[src/rtl/cmd_dec_pkg.sv]
`default_nettype none
// ---------------------------------------------------------------------------
// cmd_dec_pkg : shared types and helpers for the command frame decoder
// Revision 1.0
// ---------------------------------------------------------------------------
package cmd_dec_pkg;

  typedef enum logic [1:0] {
    ST_IDLE = 2'd0,
    ST_SEND = 2'd1,
    ST_REST = 2'd2
  } out_state_e;

  // Number of received bytes that make up one command word.
  function automatic int NB(input int addr_w, input int data_w);
    return (addr_w + data_w) / 8;
  endfunction

endpackage
`default_nettype wire

[src/rtl/cmd_fifo.sv]
`default_nettype none
// ---------------------------------------------------------------------------
// cmd_fifo : synchronous FIFO, register array with wrap-bit pointers
// Revision 1.0
// ---------------------------------------------------------------------------
module cmd_fifo #(
  parameter int WIDTH = 16,
  parameter int DEPTH = 4
) (
  input  logic                     clk,
  input  logic                     rst,
  input  logic                     wr_en,
  input  logic [WIDTH-1:0]         wr_data,
  input  logic                     rd_en,
  output logic [WIDTH-1:0]         rd_data,
  output logic                     full,
  output logic                     empty,
  output logic [$clog2(DEPTH):0]   level
);

  localparam int c_aw = $clog2(DEPTH);
  localparam logic [c_aw:0] c_ptr_one = (c_aw + 1)'(1);
  localparam logic [c_aw:0] c_full_lvl = (c_aw + 1)'(DEPTH);

  logic [WIDTH-1:0] mem_q [DEPTH];
  logic [WIDTH-1:0] mem_d [DEPTH];
  logic [c_aw:0]    wr_ptr_q, wr_ptr_d;
  logic [c_aw:0]    rd_ptr_q, rd_ptr_d;

  assign level   = wr_ptr_q - rd_ptr_q;
  assign full    = (level == c_full_lvl);
  assign empty   = (wr_ptr_q == rd_ptr_q);
  assign rd_data = mem_q[rd_ptr_q[c_aw-1:0]];

  always_comb begin
    mem_d    = mem_q;
    wr_ptr_d = wr_ptr_q;
    rd_ptr_d = rd_ptr_q;
    if (wr_en && !full) begin
      mem_d[wr_ptr_q[c_aw-1:0]] = wr_data;
      wr_ptr_d = wr_ptr_q + c_ptr_one;
    end
    if (rd_en && !empty) begin
      rd_ptr_d = rd_ptr_q + c_ptr_one;
    end
  end

  always_ff @(posedge clk) begin
    if (rst) begin
      mem_q    <= '{default: '0};
      wr_ptr_q <= '0;
      rd_ptr_q <= '0;
    end else begin
      mem_q    <= mem_d;
      wr_ptr_q <= wr_ptr_d;
      rd_ptr_q <= rd_ptr_d;
    end
  end

endmodule
`default_nettype wire

[src/rtl/cmd_frame_decoder.sv]
`default_nettype none
// ---------------------------------------------------------------------------
// cmd_frame_decoder : assembles byte frames into address/data commands,
//                     buffers them and presents them on valid/ack with retry
// Revision 1.0
// ---------------------------------------------------------------------------
module cmd_frame_decoder
  import cmd_dec_pkg::*;
#(
  parameter int ADDR_W      = 8,
  parameter int DATA_W      = 8,
  parameter int DEPTH       = 4,
  parameter int ACK_TIMEOUT = 8,
  parameter int MAX_RETRY   = 2,
  parameter int GAP_TIMEOUT = 1023
) (
  input  logic                     clk,
  input  logic                     rst,
  input  logic [7:0]               frame,
  input  logic                     frame_valid,
  input  logic                     ack,
  output logic [ADDR_W-1:0]        address,
  output logic [DATA_W-1:0]        data,
  output logic                     valid,
  output logic                     ovf_err,
  output logic                     sync_err,
  output logic                     drop_err,
  output logic [$clog2(DEPTH):0]   level
);

  localparam int c_cmd_w = ADDR_W + DATA_W;
  localparam int c_nb    = NB(ADDR_W, DATA_W);
  localparam int c_gap_w = $clog2(GAP_TIMEOUT + 1);
  localparam int c_cyc_w = $clog2(ACK_TIMEOUT);
  localparam int c_att_w = (MAX_RETRY > 0) ? $clog2(MAX_RETRY + 1) : 1;

  localparam logic [2:0]         c_last_byte = 3'(c_nb - 1);
  localparam logic [c_gap_w-1:0] c_gap_max   = c_gap_w'(GAP_TIMEOUT);
  localparam logic [c_cyc_w-1:0] c_cyc_last  = c_cyc_w'(ACK_TIMEOUT - 1);
  localparam logic [c_att_w-1:0] c_att_max   = c_att_w'(MAX_RETRY);

  // ---------------- byte assembly ----------------
  logic [c_cmd_w-1:0] asm_q, asm_d;
  logic [2:0]         byte_cnt_q, byte_cnt_d;
  logic [c_gap_w-1:0] gap_q, gap_d;
  logic               ovf_err_q, ovf_err_d;
  logic               sync_err_q, sync_err_d;
  logic [c_cmd_w-1:0] w_shifted;
  logic [2:0]         w_cnt_eff;
  logic               w_gap_to;
  logic               w_push;

  logic [c_cmd_w-1:0] w_rd_data;
  logic               w_full;
  logic               w_empty;
  logic               w_pop;

  generate
    if (c_cmd_w > 8) begin : g_asm_wide
      assign w_shifted = {asm_q[c_cmd_w-9:0], frame};
    end else begin : g_asm_byte
      assign w_shifted = frame;
    end
  endgenerate

  assign w_gap_to  = (byte_cnt_q != 3'd0) && (gap_q == c_gap_max);
  // A byte arriving on the timeout cycle starts a fresh command.
  assign w_cnt_eff = w_gap_to ? 3'd0 : byte_cnt_q;

  always_comb begin
    asm_d      = asm_q;
    byte_cnt_d = byte_cnt_q;
    gap_d      = gap_q;
    w_push     = 1'b0;
    ovf_err_d  = 1'b0;
    sync_err_d = w_gap_to;
    if (w_gap_to) begin
      byte_cnt_d = 3'd0;
      gap_d      = '0;
    end else if (byte_cnt_q != 3'd0) begin
      gap_d = gap_q + c_gap_w'(1);
    end
    if (frame_valid) begin
      gap_d = '0;
      asm_d = w_shifted;
      if (w_cnt_eff == c_last_byte) begin
        byte_cnt_d = 3'd0;
        if (w_full) ovf_err_d = 1'b1;
        else        w_push    = 1'b1;
      end else begin
        byte_cnt_d = w_cnt_eff + 3'd1;
      end
    end
  end

  always_ff @(posedge clk) begin
    if (rst) begin
      asm_q      <= '0;
      byte_cnt_q <= 3'd0;
      gap_q      <= '0;
      ovf_err_q  <= 1'b0;
      sync_err_q <= 1'b0;
    end else begin
      asm_q      <= asm_d;
      byte_cnt_q <= byte_cnt_d;
      gap_q      <= gap_d;
      ovf_err_q  <= ovf_err_d;
      sync_err_q <= sync_err_d;
    end
  end

  cmd_fifo #(
    .WIDTH (c_cmd_w),
    .DEPTH (DEPTH)
  ) u_fifo (
    .clk     (clk),
    .rst     (rst),
    .wr_en   (w_push),
    .wr_data (w_shifted),
    .rd_en   (w_pop),
    .rd_data (w_rd_data),
    .full    (w_full),
    .empty   (w_empty),
    .level   (level)
  );

  // ---------------- output handshake FSM ----------------
  out_state_e         state_q, state_d;
  logic [c_cyc_w-1:0] cyc_q, cyc_d;
  logic [c_att_w-1:0] att_q, att_d;
  logic               retry_q, retry_d;
  logic               valid_q, valid_d;
  logic               drop_err_q, drop_err_d;
  logic [ADDR_W-1:0]  address_q, address_d;
  logic [DATA_W-1:0]  data_q, data_d;

  assign w_pop = (state_q == ST_IDLE) && !w_empty;

  always_comb begin
    state_d    = state_q;
    cyc_d      = cyc_q;
    att_d      = att_q;
    retry_d    = retry_q;
    valid_d    = valid_q;
    drop_err_d = 1'b0;
    address_d  = address_q;
    data_d     = data_q;
    case (state_q)
      ST_IDLE: begin
        if (!w_empty) begin
          address_d = w_rd_data[c_cmd_w-1 -: ADDR_W];
          data_d    = w_rd_data[DATA_W-1:0];
          valid_d   = 1'b1;
          cyc_d     = '0;
          att_d     = '0;
          state_d   = ST_SEND;
        end
      end
      ST_SEND: begin
        if (ack) begin
          valid_d = 1'b0;
          retry_d = 1'b0;
          state_d = ST_REST;
        end else if (cyc_q == c_cyc_last) begin
          valid_d = 1'b0;
          state_d = ST_REST;
          if (att_q < c_att_max) begin
            att_d   = att_q + c_att_w'(1);
            retry_d = 1'b1;
          end else begin
            retry_d    = 1'b0;
            drop_err_d = 1'b1;
          end
        end else begin
          cyc_d = cyc_q + c_cyc_w'(1);
        end
      end
      ST_REST: begin
        if (retry_q) begin
          valid_d = 1'b1;
          cyc_d   = '0;
          state_d = ST_SEND;
        end else begin
          state_d = ST_IDLE;
        end
      end
      default: begin
        valid_d = 1'b0;
        state_d = ST_IDLE;
      end
    endcase
  end

  always_ff @(posedge clk) begin
    if (rst) begin
      state_q    <= ST_IDLE;
      cyc_q      <= '0;
      att_q      <= '0;
      retry_q    <= 1'b0;
      valid_q    <= 1'b0;
      drop_err_q <= 1'b0;
      address_q  <= '0;
      data_q     <= '0;
    end else begin
      state_q    <= state_d;
      cyc_q      <= cyc_d;
      att_q      <= att_d;
      retry_q    <= retry_d;
      valid_q    <= valid_d;
      drop_err_q <= drop_err_d;
      address_q  <= address_d;
      data_q     <= data_d;
    end
  end

  assign address  = address_q;
  assign data     = data_q;
  assign valid    = valid_q;
  assign ovf_err  = ovf_err_q;
  assign sync_err = sync_err_q;
  assign drop_err = drop_err_q;

endmodule
`default_nettype wire

[config.mk]
export PLATFORM = sky130hd
export DESIGN_NAME = cmd_frame_decoder
export DESIGN_NICKNAME = d
export VERILOG_FILES = /design/src/rtl/cmd_dec_pkg.sv /design/src/rtl/cmd_fifo.sv /design/src/rtl/cmd_frame_decoder.sv
export SDC_FILE = /design/constraint.sdc
export NUM_CORES = 1
export LEC_CHECK = 0
export BUFFER_PORTS_ARGS = -buffer_cell sky130_fd_sc_hd__buf_4
export CAP_MARGIN = 40
export CELL_PAD_IN_SITES_DETAIL_PLACEMENT = 2
export CELL_PAD_IN_SITES_GLOBAL_PLACEMENT = 2
export CORE_MARGIN = 5
export CORE_UTILIZATION = 36
export CTS_CLUSTER_DIAMETER = 120
export DETAILED_ROUTE_END_ITERATION = 12
export GPL_TIMING_DRIVEN = 0
export PLACE_DENSITY_LB_ADDON = 0.25
export REMOVE_ABC_BUFFERS = 1
export SLEW_MARGIN = 5
export SYNTH_ARGS = -nofsm -noshare
export SYNTH_HDL_FRONTEND = slang
export SYNTH_SLANG_ARGS = --single-unit
[constraint.sdc]
create_clock -name clk -period 2.7 [get_ports clk]
set_clock_uncertainty 0.15 [all_clocks]
set_input_delay 0.27 -clock clk [delete_from_list [all_inputs] [get_ports clk]]
set_output_delay 0.27 -clock clk [all_outputs]
set_load 0.03 [all_outputs]
## After elaboration in Yosys (flattened, before gate mapping)

Index checks and enable logic that the tools add are counted.

| storage, ports and cells | value |
|---|---|
| memories | 0 |
| memory bits (writable) | 0 |
| latch bits | 0 |
| output and inout port bits | 23 |
| ROM bits | 0 |
| register bits | 119 |

| cells by class | value |
|---|---|
| add/subtract/negate cells | 7 |
| reductions and logical operators | 21 |
| divide/modulo/power cells | 0 |
| $mul | 0 |
| shift operators | 0 |
| mux-type cells | 37 |
| equality and inequality tests | 14 |
| order comparisons | 4 |
| bitwise logic cells | 7 |

Operators with widths:

| operator | number |
|---|---|
| $bwmux W64 | 1 |
| $mux W16 | 3 |
| $bmux W16 S2 | 1 |
| $demux W16 S2 | 1 |
| $mux W3 | 7 |
| $mux W2 | 7 |
| $mux W1 | 13 |
| $add A3 B1 Y3 const B | 4 |
| $ne A2 B2 Y1 const B | 6 |
| $add A10 B1 Y10 const B | 1 |
| $eq A10 B10 Y1 const B | 1 |
| $reduce_and A5 Y1 | 2 |
| $pmux W3 S3 | 1 |
| $eq A3 B3 Y1 const B | 2 |
| $ge A3 B3 Y1 const B | 2 |
| $not A2 Y3 | 2 |
| $pmux W2 S3 | 1 |
| $reduce_and A2 Y1 | 3 |
| $reduce_bool A3 Y1 | 2 |
| $reduce_or A3 Y1 | 2 |
| $logic_and A1 B1 Y1 | 5 |
| $not A1 Y1 | 5 |
| $pmux W2 S2 | 1 |
| $reduce_bool A2 Y1 | 2 |
| other kinds (14) | 15 |

## Logic depth before layout (Yosys ltp)

Gate-level depths: netlist (run 1).

| logic depth | value |
|---|---|
| depth after elaboration | 7 |
| gate-level depth with buffers | 9 |

## Cells and area by module

Synthesis (run 1) repeated with hierarchy kept, for this count alone.

| second synthesis, totals | value |
|---|---|
| cells, all modules | 491 |
| area, all modules | 5052.3 um2 |

Modules (own cells, without submodules):

| module | area an instance (um2) | cells an instance | seq. area each (um2) | instances |
|---|---|---|---|---|
| cmd_fifo | 3144.3 | 275 | 1401.3 | 1 |
| cmd_frame_decoder | 1908.1 | 216 | 980.9 | 1 |

## Worst setup path before layout (run 1)

No wires, ideal clock.

| timing path | value |
|---|---|
| kind | register -> register |
| from | reg u_fifo.wr_ptr_q[0] |
| to | reg u_fifo.mem_q[25] in the netlist's numbering |
| cell stages (with the launch flop) | 10 |
| library setup time | 121 ps |
| arrival | 2563 ps |
| slack | -133 ps |
| cell sequence | dfxtp_1 inv_1 ha_1 fa_1 xor3_1 and3_4 or4b_1 buf_6 buf_12 mux2i_1 |

| on the way | value |
|---|---|
| longest elaborated chain between the ends | 6 |

RTL lines:

| item | line | RTL |
|---|---|---|
| start, declared | cmd_fifo.sv:27 | `logic [c_aw:0] wr_ptr_q, wr_ptr_d;` |
| start signal, assigned | cmd_fifo.sv:55 | `wr_ptr_q <= wr_ptr_d;` |
| $sub A3 B3 Y3 (*) | cmd_fifo.sv:30 | `assign level = wr_ptr_q - rd_ptr_q;` |
| named net level[2] | cmd_frame_decoder.sv:28 | `output logic [$clog2(DEPTH):0] level` |
| $eq A3 B3 Y1 (*) | cmd_fifo.sv:31 | `assign full = (level == c_full_lvl);` |
| $mux W1 | cmd_frame_decoder.sv:88 | `if (w_full) ovf_err_d = 1'b1;` |
| $mux W1 | cmd_frame_decoder.sv:86 | `if (w_cnt_eff == c_last_byte) begin` |
| $mux W1 | cmd_frame_decoder.sv:83 | `if (frame_valid) begin` |
| $logic_and A1 B1 Y1 (*) | cmd_fifo.sv:39 | `if (wr_en && !full) begin` |
| end signal, assigned | cmd_fifo.sv:54 | `mem_q <= mem_d;` |
| end, declared | cmd_fifo.sv:25 | `logic [WIDTH-1:0] mem_q [DEPTH];` |

Mark *: on every way through the listed nets, which the timed path passes. The rest lies on a longest branch.
A chain may end at the register's enable or synchronous reset.

## Worst setup path after layout (run 1)

| timing path | value |
|---|---|
| from | reg u_fifo.wr_ptr_q[0] |
| to | reg u_fifo.mem_q[50] in the netlist's numbering |

| on the way | value |
|---|---|
| longest elaborated chain between the ends | 6 |

RTL lines:

| item | line |
|---|---|
| $sub A3 B3 Y3 or $not A2 Y3 (tied branches) | cmd_fifo.sv:30, cmd_fifo.sv:40 |
| $eq A3 B3 Y1, or another cell as far along | cmd_fifo.sv:31 |
| $mux W1 or $logic_and A1 B1 Y1 (tied branches) | cmd_frame_decoder.sv:88, cmd_fifo.sv:40 |
| $mux W1 or $mux W16 (tied branches) | cmd_frame_decoder.sv:86, cmd_fifo.sv:40 |
| $mux W1 or $demux W16 S2 (tied branches) | cmd_frame_decoder.sv:83, cmd_fifo.sv:40 |
| $logic_and A1 B1 Y1 or $bwmux W64 (tied branches) | cmd_fifo.sv:39, cmd_fifo.sv:40 |

Parallel ways exist; a longest one is shown, timed or not.

==> results of run 1 <==
==> area by class of cell <==
| type | count | area [um^2] | share of cell area, % |
|---|---|---|---|
| clock inverter | 7 | 90.09 | 1.365 |
| inverter | 7 | 26.28 | 0.3982 |
| sequential | 119 | 2390 | 36.22 |
| clock buffer | 25 | 515.5 | 7.812 |
| multi-input combinational | 347 | 2763 | 41.87 |
| timing repair buffer | 62 | 584.3 | 8.855 |
| tap | 184 | 230.2 | 3.489 |
==> cell usage in the layout (no fill, tap or decap), types with 2 or more instances in the layout <==
master / n
or4b_4: 3
o21ai_0: 4
a21oi_1: 30
buf_16: 2
nand2b_1: 83
nor2b_1: 3
mux2_2: 2
nor3_1: 6
clkbuf_8: 6
clkbuf_16: 17
mux4_2: 16
nand3_1: 7
dfxtp_1: 115
nor3b_1: 2
mux2i_4: 2
xor2_1: 5
nor2_1: 27
buf_8: 5
mux2i_1: 71
dfxtp_2: 3
clkinv_2: 3
nand3b_1: 2
ha_1: 9
bufinv_16: 2
nand4_1: 3
inv_1: 6
nand2_1: 39
buf_4: 44
xnor2_1: 5
buf_6: 3
clkinvlp_4: 2
dlygate4sd3_1: 7
or3_1: 6
o311ai_0: 2
clkbuf_1: 2
==> critical path, stage by stage, from the launching register on <==
cell and delay, ns:
dfxtp_2 0.33, inv_2 0.06, ha_2 0.18, fa_2 0.39, xor3_1 0.25, and3_4 0.23, or4b_4 0.58, buf_12 0.18
mux2i_4 0.18
==> metrics by stage <==
step	area, um^2	util [%]	TNS (ns)	total power [uW]	worst slack [ns]
after floorplan	5087	-	-84.31	2427	-2.677
after global placement	5573	38.49	-198.71	2726	-4.979
after detailed placement	5764	39.81	-42.14	2871	-0.9129
after CTS	6589	45.51	0	5248	0.04597
after global routing	6599	45.58	0	5396	0.002204
final	6599	45.58	0	5172	0.02874
==> state kept, by name (all words and copies together), names as in the netlist, 2 cells and up <==
name	flops
u_fifo.mem_q	64
u_fifo.rd_ptr_q	3
cyc_q	3
byte_cnt_q	3
asm_q	8
data	8
address	8
u_fifo.wr_ptr_q	3
state_q	2
gap_q	10
att_q	2
==> routing by layer <==
| metal | vias to the layer above | wire (um) | track usage, % |
|---|---|---|---|
| met4 | 0 | 311 | 7.679 |
| met3 | 19 | 535 | 4.281 |
| met5 | - | 0 | 0 |
| met1 | 1941 | 6110 | 19.81 |
| met2 | 66 | 7463 | 29.74 |
| li1 | 1841 | - | - |
==> path summary, 6_finish.rpt <==
path / start / end / slack (ns) / depth (start not counted)
setup reg to reg: u_fifo.wr_ptr_q[0]$_SDFFE_PP0P_ / u_fifo.mem_q[50]$_SDFFE_PP0P_ / 0.03 / 8
hold / removal: ack / state_q[1]$_SDFFE_PP0P_ / 0.03 / 3
setup / recovery: u_fifo.wr_ptr_q[0]$_SDFFE_PP0P_ / u_fifo.mem_q[50]$_SDFFE_PP0P_ / 0.03 / 8
hold reg to reg: address[2]$_SDFFE_PP0P_ / address[2]$_SDFFE_PP0P_ / 0.31 / 2
==> what timing repair did <==
action	CTS	global route
buffers inserted	10	0
pin swaps	5	2
gates resized for setup	20	2
hold buffers	7	0
endpoints found under the setup margin	73	4
hold endpoints to repair	7	0
==> logic make-up (layout without fill, tap and decap cells) <==
kind of cell    after synthesis  after routing  share of synthesized area, %
mux                          92             92                         21.24
fa+ha+maj                    11             11                         2.744
xor+xnor                     11             11                         2.105
buf+inv                      40            101                         4.328
simple gates                191            191                         19.99
flops                       119            119                         45.03
compound gates               42             42                         4.565
==> where the power goes <==
group          total [uW]  internal [uW]  switching [uW]  leakage [uW]
clock                2290           1500             788      0.000295
sequential           1880           1820            64.5      0.000964
combinational        1000            415             584       0.00144
==> impl_metrics.env, run 1 <==
export IMPL_wire_per_inst_um=19.20
export IMPL_instances_no_fill=751
export IMPL_antenna_found_initial=0
export IMPL_core_area_mm2=0.01448
export IMPL_fp_dieH_um=131.2
export IMPL_grt_pass1_wl_um=23510
export IMPL_clockBufferDepth=2
export IMPL_synth_seq_cells=119
export IMPL_synthFlopType="dfxtp_1"
export IMPL_leakagePower_uw=0.002700
export IMPL_maxCapViolations=0
export IMPL_grt_total_usage_pct=17.11
export IMPL_cp_end_kind="flip-flop"
export IMPL_crit_arrival_ns=2.81
export IMPL_fin_crit_ns=2.671
export IMPL_slew_headroom_pct=53.11
export IMPL_gp_congestion=0.7373
export IMPL_synth_edf_count=0
export IMPL_start_kind="flip-flop"
export IMPL_ys_seq_area_share_pct=45.03
export IMPL_drtPass1Iterations=4
export IMPL_synth_warning_count=0
export IMPL_worstSetupPathType="reg2reg"
export IMPL_fmax_mhz=374.4
export IMPL_syn_area_mm2=0.005290
export IMPL_outcome="completed"
export IMPL_finalHoldViolCount=0
export IMPL_clk_latency_ns=0.41
export IMPL_drtIter0Drc=120
export IMPL_grt_pass1_vias=4390
export IMPL_peakVddDrop_mv=0.4246
export IMPL_synth_top_cells_by_count="dfxtp_1, nand2b_1, mux2i_1"
export IMPL_synth_cell_type_count=44
export IMPL_postSynthAreaPerCell_um2=10.45
export IMPL_num_fill_cells=1505
export IMPL_powerDensity_mw_per_mm2=783.7
export IMPL_antenna_cells=0
export IMPL_syn_instance_count=506
export IMPL_final_layout_size_suffix_gt1_share_pct=21.69
export IMPL_synthTopCellsByArea="dfxtp_1, mux2i_1, nand2b_1, mux4_2, a21oi_1"
export IMPL_setup_violations=0
export IMPL_postSynth_asyncResetShare_pct=0
export IMPL_h_tree_depth=4
export IMPL_drtAntennaViolNets=0
export IMPL_ioPinCount=35
export IMPL_hold_class="in2reg"
export IMPL_clock_sinks=119
export IMPL_fin_crit_sh_pct=98.94
export IMPL_cts_root_buf="clkbuf_16"
export IMPL_grt_overflow_total=0
export IMPL_port_buffers=34
export IMPL_clk_pin_slew_ns=0.05
export IMPL_synth_top_area_share_pct=45.03
export IMPL_cp_required_ns=2.83
export IMPL_routed_wl_um=14420
export IMPL_worstMarginPinSlew_ns=0.7033
export IMPL_tritoncts="built"
export IMPL_holdWs_ns=0.02642
export IMPL_rows=44
export IMPL_cp_max_fo=8
export IMPL_dpl_hpwl_um=8957
export IMPL_finalMaxSlewViolations=0
export IMPL_layout_nets=577
export IMPL_synth_most_common_cell="dfxtp_1"
export IMPL_dieArea_mm2=0.01722
export IMPL_syn2layout_area_growth_pct=24.74
export IMPL_grt_start_max_net_pins=84
export IMPL_vias_per_cell=5.149
export IMPL_synth_top_area_cell="dfxtp_1"
export IMPL_vias=3867
export IMPL_cts_buffers=17
export IMPL_rsz0062_at_grt="false"
export IMPL_start_util_pct=36.54
export IMPL_dp_cells=702
export IMPL_drc=0
export IMPL_die_w_um=131.2
Note: power is estimated with default switching activity, not from simulation.
==> inputs of run 2 (changes only) <==
--- a/config.mk
+++ b/config.mk
@@ -5,7 +5,7 @@
 export SDC_FILE = /design/constraint.sdc
 export NUM_CORES = 1
 export LEC_CHECK = 0
-export BUFFER_PORTS_ARGS = -buffer_cell sky130_fd_sc_hd__buf_4
+export BUFFER_PORTS_ARGS = -buffer_cell sky130_fd_sc_hd__buf_2
 export CAP_MARGIN = 40
 export CELL_PAD_IN_SITES_DETAIL_PLACEMENT = 2
 export CELL_PAD_IN_SITES_GLOBAL_PLACEMENT = 2
@@ -15,7 +15,6 @@
 export DETAILED_ROUTE_END_ITERATION = 12
 export GPL_TIMING_DRIVEN = 0
 export PLACE_DENSITY_LB_ADDON = 0.25
-export REMOVE_ABC_BUFFERS = 1
 export SLEW_MARGIN = 5
 export SYNTH_ARGS = -nofsm -noshare
 export SYNTH_HDL_FRONTEND = slang
==> impl_metrics.env, run 2 (synthesized netlist as in run 1, its figures left out) <==
export IMPL_syn2layout_area_growth_pct=24.24
export IMPL_path_cells="inv_2, ha_2, fa_2, xor3_2, and3_4, or4b_4, buf_6, buf_12, mux2i_2"
export IMPL_fin_crit_ns=2.649
export IMPL_grt_total_usage_pct=18.95
export IMPL_gp_congestion=0.7495
export IMPL_cts_root_buf="clkbuf_16"
export IMPL_cp_required_ns=2.85
export IMPL_grt_start_max_net_pins=17
export IMPL_finalHoldViolCount=0
export IMPL_cts_buffers=17
export IMPL_worstSetupPathType="reg2reg"
export IMPL_dieArea_mm2=0.01722
export IMPL_reg_top3="u_fifo.mem_q x64, gap_q x10"
export IMPL_critPathBufInv=3
export IMPL_routed_wl_um=15630
export IMPL_setup_violations=0
export IMPL_tritoncts="built"
export IMPL_maxCapViolations=0
export IMPL_ioPinCount=35
export IMPL_grt_pass1_wl_um=25290
export IMPL_rsz0062_at_grt="true"
export IMPL_syn_num_nets=529
export IMPL_vias=4007
export IMPL_wire_per_inst_um=20.30
export IMPL_drc=0
export IMPL_largest_register_ff_count=64
export IMPL_crit_family="simple AND/OR/NAND/NOR gates"
export IMPL_antenna_cells=0
export IMPL_slew_headroom_pct=35.85
export IMPL_rows=44
export IMPL_worstMarginPinSlew_ns=0.9622
export IMPL_start_kind="flip-flop"
export IMPL_powerDensity_mw_per_mm2=827.4
export IMPL_layout_commonest_cell="dfxtp_1"
export IMPL_drtIter0Drc=138
export IMPL_regMostFlops="u_fifo.mem_q"
export IMPL_peakVddDrop_mv=0.4935
export IMPL_power_total_uw=5438
export IMPL_grt_pass1_vias=4528
export IMPL_clock_sinks=119
export IMPL_cp_max_fo=10
export IMPL_fp_dieH_um=131.2
export IMPL_start_util_pct=36.54
export IMPL_crit_arrival_ns=2.80
export IMPL_dpl_hpwl_um=10410
export IMPL_placed_area_mm2=0.005698
export IMPL_holdWs_ns=0.03958
export IMPL_core_area_mm2=0.01448
export IMPL_hp_start="ack"
export IMPL_clockBufferDepth=2
export IMPL_slowest_stage="or4b_4"
export IMPL_final_cell_mix="dfxtp_1, nand2b_1, mux2i_1"
export IMPL_finalMaxSlewViolations=0
export IMPL_antenna_found_initial=0
export IMPL_critical_path_startpoint="u_fifo.wr_ptr_q[0]$_SDFFE_PP0P_"
export IMPL_vias_per_cell=5.204
export IMPL_h_tree_depth=4
export IMPL_fin_crit_sh_pct=98.12
export IMPL_layout_nets=597
export IMPL_r2r_start="u_fifo.wr_ptr_q[0]$_SDFFE_PP0P_"
export IMPL_drtPass1Iterations=5
export IMPL_port_buffers=34
export IMPL_drtAntennaViolNets=0
export IMPL_final_layout_size_suffix_gt1_share_pct=20.65
export IMPL_critPathMaxStageDelay_ns=0.51
export IMPL_die_w_um=131.2
export IMPL_cp_end_kind="flip-flop"
export IMPL_clk_pin_slew_ns=0.06
export IMPL_outcome="completed"
export IMPL_utilization_pct=45.39
export IMPL_hold_class="in2reg"
export IMPL_clk_latency_ns=0.43
export IMPL_leakagePower_uw=0.002723
export IMPL_fmax_mhz=377.5
export IMPL_grt_overflow_total=0
export IMPL_finalInstanceArea_mm2=0.006573
## run 2: cell count changes in the layout (fill, tap and decap cells not counted), moves of 2 or more
cell,change
clkbuf_8,-4
buf_1,+3
dfxtp_1,+3
dfxtp_2,-2
dlygate4sd3_1,+2
buf_16,-2
bufinv_16,+4
buf_8,-5
buf_12,+2
clkbuf_1,+11
buf_2,+36
buf_4,-33
clkbuf_2,+2
## run 2: worst paths after layout
check | slack [ns] | end | cells past startpoint
worst max-delay path | 0.05 | u_fifo.mem_q[63]$_SDFFE_PP0P_ | 9
worst min-delay path | 0.04 | state_q[1]$_SDFFE_PP0P_ | 3
worst max register to register | 0.05 | u_fifo.mem_q[63]$_SDFFE_PP0P_ | 9
worst min register to register | 0.30 | data[0]$_SDFFE_PP0P_ | 2
## run 2: metrics by stage
| stage | worst slack (ns) | std cells | TNS, ns |
|---|---|---|---|
| after CTS | 0.003360 | 768 | 0 |
| after global placement | -1.169 | 724 | -19.67 |
| after global routing | -0.008830 | 770 | -0.009468 |
| after floorplan | 0.01272 | 506 | 0 |
| after detailed placement | -1.193 | 724 | -21.76 |
| final | 0.05079 | 770 | 0 |
## run 2: per-layer routing
| layer | track usage (%) | routed length, um |
|---|---|---|
| met3 | 5.466 | 522 |
| met5 | 0 | 0 |
| met2 | 33.72 | 8227 |
| met1 | 22.12 | 6692 |
| met4 | 5.427 | 185 |
## run 2: cell type report
cell class              instances  area (um^2)
fillers                      1504         7906
multi-input cells             347         2723
flip-flops and latches        119         2384
clock buffers                  19        452.9
repair buffers                 51        320.3
well taps                     184        230.2
clock inverters                12        222.7
plain buffers                  31        214.0
inverters                       7        26.28
## run 2: where the power goes
group          leakage (uW)  switching [uW]  internal (uW)
sequential         0.000962            48.9           1810
clock              0.000325             858           1770
combinational       0.00144             571            373
## run 2: worst register-to-register path: cells and delay by family (launching register included)
| kind | cells | cell delay, ns |
|---|---|---|
| adder cells (fa/ha/maj) | 2 | 0.57 |
| multiplexers | 1 | 0.16 |
| XOR/XNOR | 1 | 0.24 |
| AND/OR/NAND/NOR | 2 | 0.73 |
| flip-flops | 1 | 0.33 |
| buffers and inverters | 3 | 0.35 |
## run 2: repair_timing
item,CTS,global route
pin swaps,0,1
endpoints found under the hold margin,9,0
endpoints found under the setup margin,67,43
hold buffers,9,0
buffers inserted,4,4
cloned,0,0
resized for setup,18,7
==> inputs of run 3 (changes only) <==
--- a/config.mk
+++ b/config.mk
@@ -5,12 +5,13 @@
 export SDC_FILE = /design/constraint.sdc
 export NUM_CORES = 1
 export LEC_CHECK = 0
+export ABC_AREA = 1
 export BUFFER_PORTS_ARGS = -buffer_cell sky130_fd_sc_hd__buf_2
 export CAP_MARGIN = 40
 export CELL_PAD_IN_SITES_DETAIL_PLACEMENT = 2
 export CELL_PAD_IN_SITES_GLOBAL_PLACEMENT = 2
 export CORE_MARGIN = 5
-export CORE_UTILIZATION = 36
+export CORE_UTILIZATION = 31
 export CTS_CLUSTER_DIAMETER = 120
 export DETAILED_ROUTE_END_ITERATION = 12
 export GPL_TIMING_DRIVEN = 0
==> impl_metrics.env, run 3 <==
export IMPL_outcome="completed"
export IMPL_final_cell_mix="inv_1, nand2_1, dfxtp_1"
export IMPL_dpl_hpwl_um=15040
export IMPL_dp_slack_ns=-0.3533
export IMPL_rsz0062_at_grt="false"
export IMPL_finalMaxSlewViolations=0
export IMPL_finalHoldViolCount=0
export IMPL_gp_congestion=0.7654
export IMPL_layout_nets=924
export IMPL_cp_end_kind="flip-flop"
export IMPL_fp_dieH_um=147.3
export IMPL_fin_crit_sh_pct=94.24
export IMPL_regMostFlops="u_fifo.mem_q"
export IMPL_fin_crit_ns=2.545
export IMPL_critPathBufInv=3
export IMPL_postSynthAreaPerCell_um2=6.879
export IMPL_postCtsSetupBuffers=0
export IMPL_drtIter0Drc=225
export IMPL_wire_per_inst_um=18.00
export IMPL_antenna_found_initial=0
export IMPL_final_layout_size_suffix_gt1_share_pct=11.49
export IMPL_ys_seq_area_share_pct=40.79
export IMPL_postSynth_asyncResetShare_pct=0
export IMPL_reg_top3="u_fifo.mem_q x64, gap_q x10"
export IMPL_synth_top_cells_by_count="inv_1, nand2_1, dfxtp_1"
export IMPL_setup_violations=0
export IMPL_dieArea_mm2=0.02169
export IMPL_core_area_mm2=0.01864
export IMPL_crit_family="adder cells"
export IMPL_clockBufferDepth=2
export IMPL_syn_area_mm2=0.005841
export IMPL_crit_arrival_ns=2.72
export IMPL_p_seq_share_pct=31.9
export IMPL_synth_edf_count=0
export IMPL_crit_cells=10
export IMPL_critPathMaxStageDelay_ns=0.44
export IMPL_netSwitchingPower_uw=2460
export IMPL_worstSetupPathType="reg2reg"
export IMPL_start_kind="flip-flop"
export IMPL_synth_most_common_cell="inv_1"
export IMPL_tritoncts="built"
export IMPL_rows=50
export IMPL_largest_register_ff_count=64
export IMPL_finalWorstSetupSlack_ns=0.1554
export IMPL_synthTopCellsByArea="dfxtp_1, inv_1, nand2_1, nand4_1, o21ai_0"
export IMPL_synth_warning_count=0
export IMPL_grt_total_usage_pct=19.56
export IMPL_hold_class="in2reg"
export IMPL_syn2layout_area_growth_pct=18.66
export IMPL_synthFlopType="dfxtp_1"
export IMPL_drc=0
export IMPL_clock_power_share_pct=36.8
export IMPL_cp_required_ns=2.88
export IMPL_routed_wl_um=20660
export IMPL_clk_pin_slew_ns=0.06
export IMPL_syn_instance_count=849
export IMPL_slowest_stage="fa_2"
export IMPL_cts_buffers=17
export IMPL_powerDensity_mw_per_mm2=934.5
export IMPL_num_fill_cells=2267
export IMPL_rrSetupSlack_ns=0.16
export IMPL_clock_sinks=119
export IMPL_slew_headroom_pct=56.37
export IMPL_tns_ns=0
export IMPL_synth_seq_cells=119
export IMPL_grt_pass1_vias=6079
export IMPL_start_util_pct=31.33
export IMPL_syn_num_nets=872
export IMPL_cpMostUsedCell="inv_1"
export IMPL_synth_cell_type_count=33
export IMPL_maxCapViolations=0
export IMPL_grt_overflow_total=0
export IMPL_grt_start_max_net_pins=17
export IMPL_fmax_mhz=393.0
export IMPL_p_comb_share_pct=31.4
export IMPL_vias_per_cell=5.007
export IMPL_power_total_uw=6477
export IMPL_peakVddDrop_mv=0.4869
export IMPL_swShare_pct=37.99
export IMPL_synth_top_area_cell="dfxtp_1"
export IMPL_die_w_um=147.3
export IMPL_antenna_cells=0
export IMPL_vias=5748
export IMPL_worst_hold_path_num_cells=3
export IMPL_drtPass1Iterations=4
export IMPL_leakagePower_uw=0.003073
export IMPL_clk_latency_ns=0.43
export IMPL_grt_pass1_wl_um=32980
export IMPL_synth_top_area_share_pct=40.79
export IMPL_port_buffers=34
export IMPL_utilization_pct=37.17
export IMPL_cp_max_fo=10
export IMPL_layout_commonest_cell="inv_1"
export IMPL_path_cells="inv_1, ha_1, fa_2, xnor2_4, nand3_4, nand3_2, buf_2, nand2_1, inv_1, nor2_1"
export IMPL_rr_worst_depth=10
export IMPL_drtAntennaViolNets=0
export IMPL_cts_root_buf="clkbuf_16"
export IMPL_ioPinCount=35
export IMPL_worstMarginPinSlew_ns=0.6545
export IMPL_h_tree_depth=4
export IMPL_p_int_uw=4016
run 3: kinds of logic after synthesis:
logic type | Yosys count | share of synthesized area (%)
buffers and inverters | 224 | 15.40
flip-flops | 119 | 40.79
AND/OR/NAND/NOR | 347 | 27.63
XOR/XNOR | 5 | 1.071
adder cells (fa/ha/maj) | 11 | 2.485
AO/OA/AOI/OAI | 143 | 12.62
run 3: timing repair:
action | 4_1_cts | 5_1_grt
hold buffers | 2 | 0
resized for setup | 6 | 4
setup endpoints to repair | 25 | 54
endpoints found under the hold margin | 2 | 0
gates cloned | 0 | 0
run 3: final cells by class:
type                       count  area [um^2]  share of cell area, %
multi-input combinational    506         2569                  37.06
sequential                   119         2382                  34.37
inverter                     173        651.9                  9.406
clock buffer                  23        478.0                  6.897
tap                          234        292.8                  4.225
buffer                        48        244.0                  3.520
timing repair buffer          36        190.2                  2.744
clock inverter                 9        122.6                  1.769
run 3: worst paths after layout:
kind                                                      start                            end
worst min register to register            cyc_q[1]$_SDFFE_PP0P_          cyc_q[1]$_SDFFE_PP0P_
worst max register to register  u_fifo.wr_ptr_q[0]$_SDFFE_PP0P_  u_fifo.mem_q[28]$_SDFFE_PP0P_
worst min-delay path                                frame_valid             ovf_err$_SDFF_PP0_
worst max-delay path            u_fifo.wr_ptr_q[0]$_SDFFE_PP0P_  u_fifo.mem_q[28]$_SDFFE_PP0P_
run 3: worst register-to-register path: stages (launching register included):
cell and delay [ns]:
dfxtp_1 0.39, inv_1 0.13, ha_1 0.23, fa_2 0.44
xnor2_4 0.23, nand3_4 0.20, nand3_2 0.21, buf_2 0.26
nand2_1 0.09, inv_1 0.07, nor2_1 0.04
run 3: power by group through the flow:
| stage | Clock, uW | Combinational [uW] | Sequential (uW) |
|---|---|---|---|
| CTS | 2410 | 2040 | 2060 |
| global placement | 0 | 1950 | 2090 |
| finish | 2380 | 2030 | 2060 |
| floorplan | 0 | 1200 | 2200 |
| detailed placement | 0 | 1990 | 2100 |
| global route | 2500 | 2230 | 2080 |
run 3: stage by stage:
| stage | instance area (um^2) | hold slack, ns | cells |
|---|---|---|---|
| 6_report | 6930 | 0.06620 | 1148 |
| 5_1_grt | 6930 | 0.04762 | 1148 |
| 3_5_place_dp | 6304 | 0.3107 | 1117 |
| 2_1_floorplan | 5841 | 0.1930 | 849 |
| 4_1_cts | 6932 | 0.05145 | 1151 |
| 3_3_place_gp | 6304 | 0.3027 | 1117 |
run 3: metal layers:
layer / share of wire (%) / GRT usage [%]
met4: 2.6 / 7.130
met3: 2.6 / 3.208
met5: 0 / 0
met1: 46 / 24.75
met2: 49 / 33.59
